**src/rtl/alu_logical_pipe.sv**
```systemverilog
// Registered logical ALU with accumulator, valid/ready handshake, Z/P flags and a
// saturating accepted-op counter. Define ALU_LOGICAL_ROTATE_EN to turn op 011 into ROTL.
module alu_logical_pipe #(
  parameter int WIDTH = 8,
  parameter int CNT_W = 8
) (
  input  logic             clk,
  input  logic             rst,
  input  logic             in_valid,
  output logic             in_ready,
  input  logic [WIDTH-1:0] a,
  input  logic [WIDTH-1:0] b,
  input  logic [2:0]       op,
  input  logic             inv,
  input  logic             acc_clr,
  output logic [WIDTH-1:0] f,
  output logic             flag_z,
  output logic             flag_p,
  output logic             out_valid,
  input  logic             out_ready,
  output logic [CNT_W-1:0] op_count
);

  typedef enum logic [2:0] {
    OP_AND     = 3'b000,
    OP_OR      = 3'b001,
    OP_XOR     = 3'b010,
    OP_PASS    = 3'b011,
    OP_ZERO    = 3'b100,
    OP_ACC_AND = 3'b101,
    OP_ACC_OR  = 3'b110,
    OP_ACC_XOR = 3'b111
  } op_e;

  logic [WIDTH-1:0] acc_q;
  logic [WIDTH-1:0] acc_eff;
  logic [WIDTH-1:0] raw;
  logic [WIDTH-1:0] res;
  logic             accept;

  // One-deep output register: a slot frees up whenever the current result drains.
  assign in_ready = !out_valid || out_ready;
  assign accept   = in_valid && in_ready;
  assign acc_eff  = acc_clr ? '0 : acc_q;

  // NOTE: every output of an always_comb gets a default first so no path can infer a latch.
  always_comb begin
    raw = '0;
    unique case (op_e'(op))
      OP_AND:     raw = a & b;
      OP_OR:      raw = a | b;
      OP_XOR:     raw = a ^ b;
`ifdef ALU_LOGICAL_ROTATE_EN
      OP_PASS:    raw = {a[WIDTH-2:0], a[WIDTH-1]};
`else
      OP_PASS:    raw = a;
`endif
      OP_ZERO:    raw = '0;
      OP_ACC_AND: raw = a & acc_eff;
      OP_ACC_OR:  raw = a | acc_eff;
      OP_ACC_XOR: raw = a ^ acc_eff;
      default:    raw = '0;
    endcase
    res = inv ? ~raw : raw;
  end

  // NOTE: sequential state uses non-blocking assignments so every register samples pre-edge values.
  always_ff @(posedge clk) begin
    if (rst) begin
      f         <= '0;
      flag_z    <= 1'b1;
      flag_p    <= 1'b0;
      out_valid <= 1'b0;
      acc_q     <= '0;
      op_count  <= '0;
    end else if (accept) begin
      f         <= res;
      flag_z    <= (res == '0);
      flag_p    <= ^res;
      out_valid <= 1'b1;
      acc_q     <= res;
      if (op_count != '1) op_count <= op_count + 1'b1;
    end else if (out_ready) begin
      out_valid <= 1'b0;
    end
  end

endmodule

```
**config.mk**
```make
export PLATFORM = sky130hd
export DESIGN_NAME = alu_logical_pipe
export DESIGN_NICKNAME = d
export VERILOG_FILES = /design/src/rtl/alu_logical_pipe.sv
export SDC_FILE = /design/constraint.sdc
export NUM_CORES = 1
export LEC_CHECK = 0
export ABC_AREA = 1
export CORE_AREA = 4 4 74 76
export DETAILED_ROUTE_END_ITERATION = 8
export DIE_AREA = 0 0 78 80
export PLACE_DENSITY = 0.69
export SYNTH_ARGS = -nofsm -noshare
export SYNTH_HDL_FRONTEND = slang
export SYNTH_SLANG_ARGS = --single-unit
```
**constraint.sdc**
```tcl
create_clock -name clk -period 2.5 [get_ports clk]
set_input_delay 0.25 -clock clk [delete_from_list [all_inputs] [get_ports clk]]
set_output_delay 0.25 -clock clk [all_outputs]
set_load 0.01 [all_outputs]
```
# Word level (Yosys, flattened, before mapping)
# Index checks and enable logic that the tools add are counted.
[totals] regBits=19 inputBits=25 out_inout_bits=20
[classes] n_addsub=1 n_eq_ne=8 muxes=5 bitwise_logic=7 reduce_logical=8
[op_table] operator="8-bit one-hot mux with 8 select lines" n=1
[op_table] operator="8-bit AND" n=2
[op_table] operator="8-bit two-way mux" n=2
[op_table] operator="8-bit OR" n=2
[op_table] operator="8-bit XOR" n=2
[op_table] operator="3-bit == test (second input constant)" n=4
[op_table] operator="8-bit by 1-bit adder with 8-bit output (second input constant)" n=1
[op_table] operator="8-bit zero test" n=1
[op_table] operator="8-bit != test (second input constant)" n=1
[op_table] operator="8-bit inverter" n=1
[op_table] operator="8-bit XOR reduction" n=1
[op_table] operator="3-bit by 2-bit == test with 1-bit output (second input constant)" n=2
[op_table] operator="3-bit by 1-bit == test with 1-bit output (second input constant)" n=1
[op_table] operator="3-bit zero test" n=1
[op_table] operator="1-bit two-way mux" n=2
[op_table] operator="2-bit AND reduction" n=1
[op_table] operator="2-bit nonzero test" n=1
[op_table] operator="1-bit logical AND" n=1
[op_table] operator="1-bit zero test" n=1
[op_table] operator="1-bit logical OR" n=1

# Depth between registers and ports, before layout
[depth] ltp_word=6 mapped_depth=18

# Worst setup path before layout
# Ideal clock, no wire load.
[synth_timing] path_kind="input -> register" start="input port op[0]" end="register flag_p" setup_time_ns=0.115 t_arrival_ns=1.926 required_ns=2.385 path_slack_ns=0.459 cell_stages=18 cell_sequence="buf_6 > inv_2 > nand3_2 > buf_4 > nand2_1 > nand2_1 > nand2_1 > inv_1 > nor2_1 > nand2_1 > nand2_1 > nand2_1 > and2_1 > ha_1 > xor2_1 > xnor2_1 > o21ai_0 > inv_1"
[synth_via] elab_chain_len=5 elab_cells_between_ends=12 cone_classes="7 x eq/ne; 2 x mux; 1 x bitwise; 2 x reduce/logical"
[synth_lines] item="start, declared" line="13" text="input logic [2:0] op,"
[synth_lines] item="3-bit == test, or another cell as far along" line="49" text="unique case (op_e'(op))"
[synth_lines] item="8-bit one-hot mux with 8 select lines (*)" line="49"
[synth_lines] item="8-bit inverter" line="64" text="res = inv ? ~raw : raw;"
[synth_lines] item="8-bit two-way mux (*)" line="64"
[synth_lines] item="8-bit XOR reduction (*)" line="79" text="flag_p <= ^res;"
[synth_lines] item="end signal, assigned" line="79"
[synth_lines] item="end, declared" line="18" text="output logic flag_p,"
# Every way passes the cells marked *; elsewhere a longest branch is shown, timed or not.
# A chain may end at the register's enable or synchronous reset.

# Worst setup path after layout
[layout_timing] start="input port op[2]" end="register flag_p"
# The elaborated chain is that of the path after synthesis.

==> qor.txt <==
status - finished, final reports clean
Clock Tree Root - clkbuf_8
htree depth - 1
Post-synth EDFFs - 0
critical path peak fanout - 8
Final TNS setup - 0 ns
synth unique cells - 30
Die W - 78 um
Async SR Flop Fraction - 0%
setup ws final - 0.366 ns
register area share after synthesis - 20.2%
number of iterations in the first detailed-routing pass - 4
Post-synth top flop - dfxtp_1
routability cong. - 0.972
max_cap viols - 0
Hold Crit Class - flop to flop
#FFs+latches synth - 19
initial antenna violation count - 0
initial detailed-routing violation count - 118
vias in the first global route - 2313
Area after DPL - 2580 um2
Tmin final - 2.13 ns
CP endpoint kind - flop
setup bufs post-CTS - 0
DR DRC count - 0
count of final hold-check violations - 0
Worst Skew - 0.00777 ns
Final #Nets - 436
DIE AREA - 6240 um2
relative slew slack - 63.3%
Yosys top cell by area - nand2_1
first-pass GRT wire length - 9.69 mm
largest net degree at the start of global routing - 15
die height - 80 um
Tot GR Track Use - 18.7%
clk sinks - 19
Syn Area/Cell - 5.63 um2
Detailed Place HPWL - 4.57 mm
Slowest-stage cell, CP - ha_1
Initial Util - 39.8%
fmax - 469 MHz
final instance area - 2630 um2
CTS tree - built
Site Rows - 25
I/O pins - 45
Mapped Area - 1880 um2
synthesized net count - 364
vias after detailed routing - 2337
core area - 4720 um2
area growth from synthesis to layout - 39.8%
Syn Inst Count - 334
Peak supply drop - 0.208 mV
Fillers - 470
Area contributors post-synth - nand2_1 21%, dfxtp_1 20%, nand3_1 13%
CP max stage delay - 0.29 ns
RSZ-0062 raised after global routing - no
Synth top area share - 21.4%
critical path arrival - 2.29 ns
clk_lat worst skew - 0.26 ns
wire per inst - 12.1 um
total CTS buffers - 3
# port buffers - 44
Yosys warnings - 0
Static Leak - 1.34 nW
hold_ws - 0.497 ns
Final Max Slew Viols - 0
Power Density - 383 nW/um2
number of routed nets with antenna violations - 0
Routed WL - 5.72 mm
Placed Cells - 468
worst slew pin tran - 0.549 ns
vias per cell - 4.95
fin crit share - 85.3%
total grt overflow - 0
Final Non-Filler Cells - 472
share of cells above drive strength 1 - 13.1%
setup violators final - 0
worst path cell trace - clkbuf_2, inv_2, nand2_2, nand2_1, nor2_4, nand3_1, nand2_1, nand3_1, and2_1, ha_1, xor2_1, xnor2_1, o21ai_0, inv_1
Worst EP required - 2.66 ns
Longest Clk Path Bufs - 2
clock transition at the registers of the reported paths - 0.07 ns
crit path kind - primary input to flop
Setup crit start kind - primary input
Antenna diodes - 0
pre-CTS setup slack - -0.353 ns
[cells in the final DEF, fill, tap and decap left out]
cell             netlist  final
a21oi_1               16     16
a21oi_4                1      1
and2_1                 8      8
and3_1                 1      1
buf_4                  1     31
clkbuf_2               0      3
clkbuf_8               0      3
clkdlybuf4s50_1        0     40
clkinv_2               0      1
dfxtp_1               19     19
dlymetal6s2s_1         0      1
ha_1                   5      5
inv_1                 44     44
inv_2                  3      3
nand2_1              107    107
nand2_2                3      3
nand3_1               47     47
nand3_2                2      1
nand3_4                1      2
nand4_1                7      7
nor2_1                29     29
nor2_2                 1      1
nor2_4                 3      3
nor3_1                 1      1
nor3b_1                1      1
o21ai_0               16     16
o21ai_1                6      6
o21ai_4                0      1
o21bai_1               1      1
xnor2_1                2      2
xor2_1                 1      1
[state kept, by name, indices dropped and copies added (netlist names)]
| name | cells |
|---|---|
| out_valid | 1 |
| flag_z | 1 |
| acc_q | 8 |
| flag_p | 1 |
| op_count | 8 |
[synth_stat cells (2+ instances only)]
| master | instances |
|---|---|
| a21oi_1 | 16 |
| and2_1 | 8 |
| buf_6 | 3 |
| clkbuf_1 | 2 |
| dfxtp_1 | 19 |
| ha_1 | 5 |
| inv_1 | 44 |
| inv_2 | 3 |
| nand2_1 | 107 |
| nand2_2 | 3 |
| nand3_1 | 47 |
| nand3_2 | 2 |
| nand4_1 | 7 |
| nor2_1 | 29 |
| nor2_4 | 3 |
| o21ai_0 | 16 |
| o21ai_1 | 6 |
| xnor2_1 | 2 |
[metal layers]
metal  global-route usage [%]  part of all wire (%)  vias up
li1                         -                     -     1213
met1                     22.9                    45     1068
met2                     34.0                    49       50
met3                     3.39                   4.7        6
met4                     4.20                   1.2        0
met5                        0                     0        -
[cell type report]
| class | count | area (um2) | area share, % |
|---|---|---|---|
| inverters | 47 | 176 | 6.71 |
| repair buffers | 75 | 661 | 25.1 |
| flip-flops and latches | 19 | 380 | 14.5 |
| clock inverters | 1 | 5.00 | 0.190 |
| clock buffers | 3 | 41.3 | 1.57 |
| multi-input cells | 260 | 1280 | 48.7 |
| well taps | 67 | 83.8 | 3.19 |
[critical path: cells and delay by family]
kind                     cells  cell delay (ns)
buffers and inverters        3             0.33
adder cells (fa/ha/maj)      1             0.29
AND/OR/NAND/NOR              7             1.00
XOR/XNOR                     2             0.29
AO/OA/AOI/OAI                1             0.14
[cells by family after synthesis]
logic type | Yosys count | share of synthesized area [%]
compound gates | 41 | 11.8
xor+xnor | 3 | 1.40
fa+ha+maj | 5 | 3.33
buf+inv | 55 | 12.4
flops | 19 | 20.2
simple gates | 211 | 50.8
[timing repair]
action / CTS / global route
endpoints found under the setup margin: 1 / 1
pin swaps: 1 / 2
gates resized for setup: 3 / 9
hold buffers: 0 / 0
[path summary, 6_finish.rpt]
check / startpoint / to / slack [ns] / depth (start not counted)
setup / recovery: op[2] / flag_p / 0.37 / 14
hold / removal: flag_z / flag_z / 0.50 / 2
setup reg to reg: acc_q[0] / flag_p / 0.38 / 13
hold reg to reg: flag_z / flag_z / 0.50 / 2
[where the power goes]
group          switching, mW  internal (mW)
Sequential            0.0150          0.325
Combinational          0.234          0.223
Clock                 0.0978          0.111
[stage by stage]
step	power [mW]	util (%)
4_1_cts	1.01	55.5
3_3_place_gp	0.794	54.6
5_1_grt	1.09	55.7
3_5_place_dp	0.801	54.6
6_report	1.01	55.7
2_1_floorplan	0.608	-
Note: power is estimated with default switching activity, not from simulation.
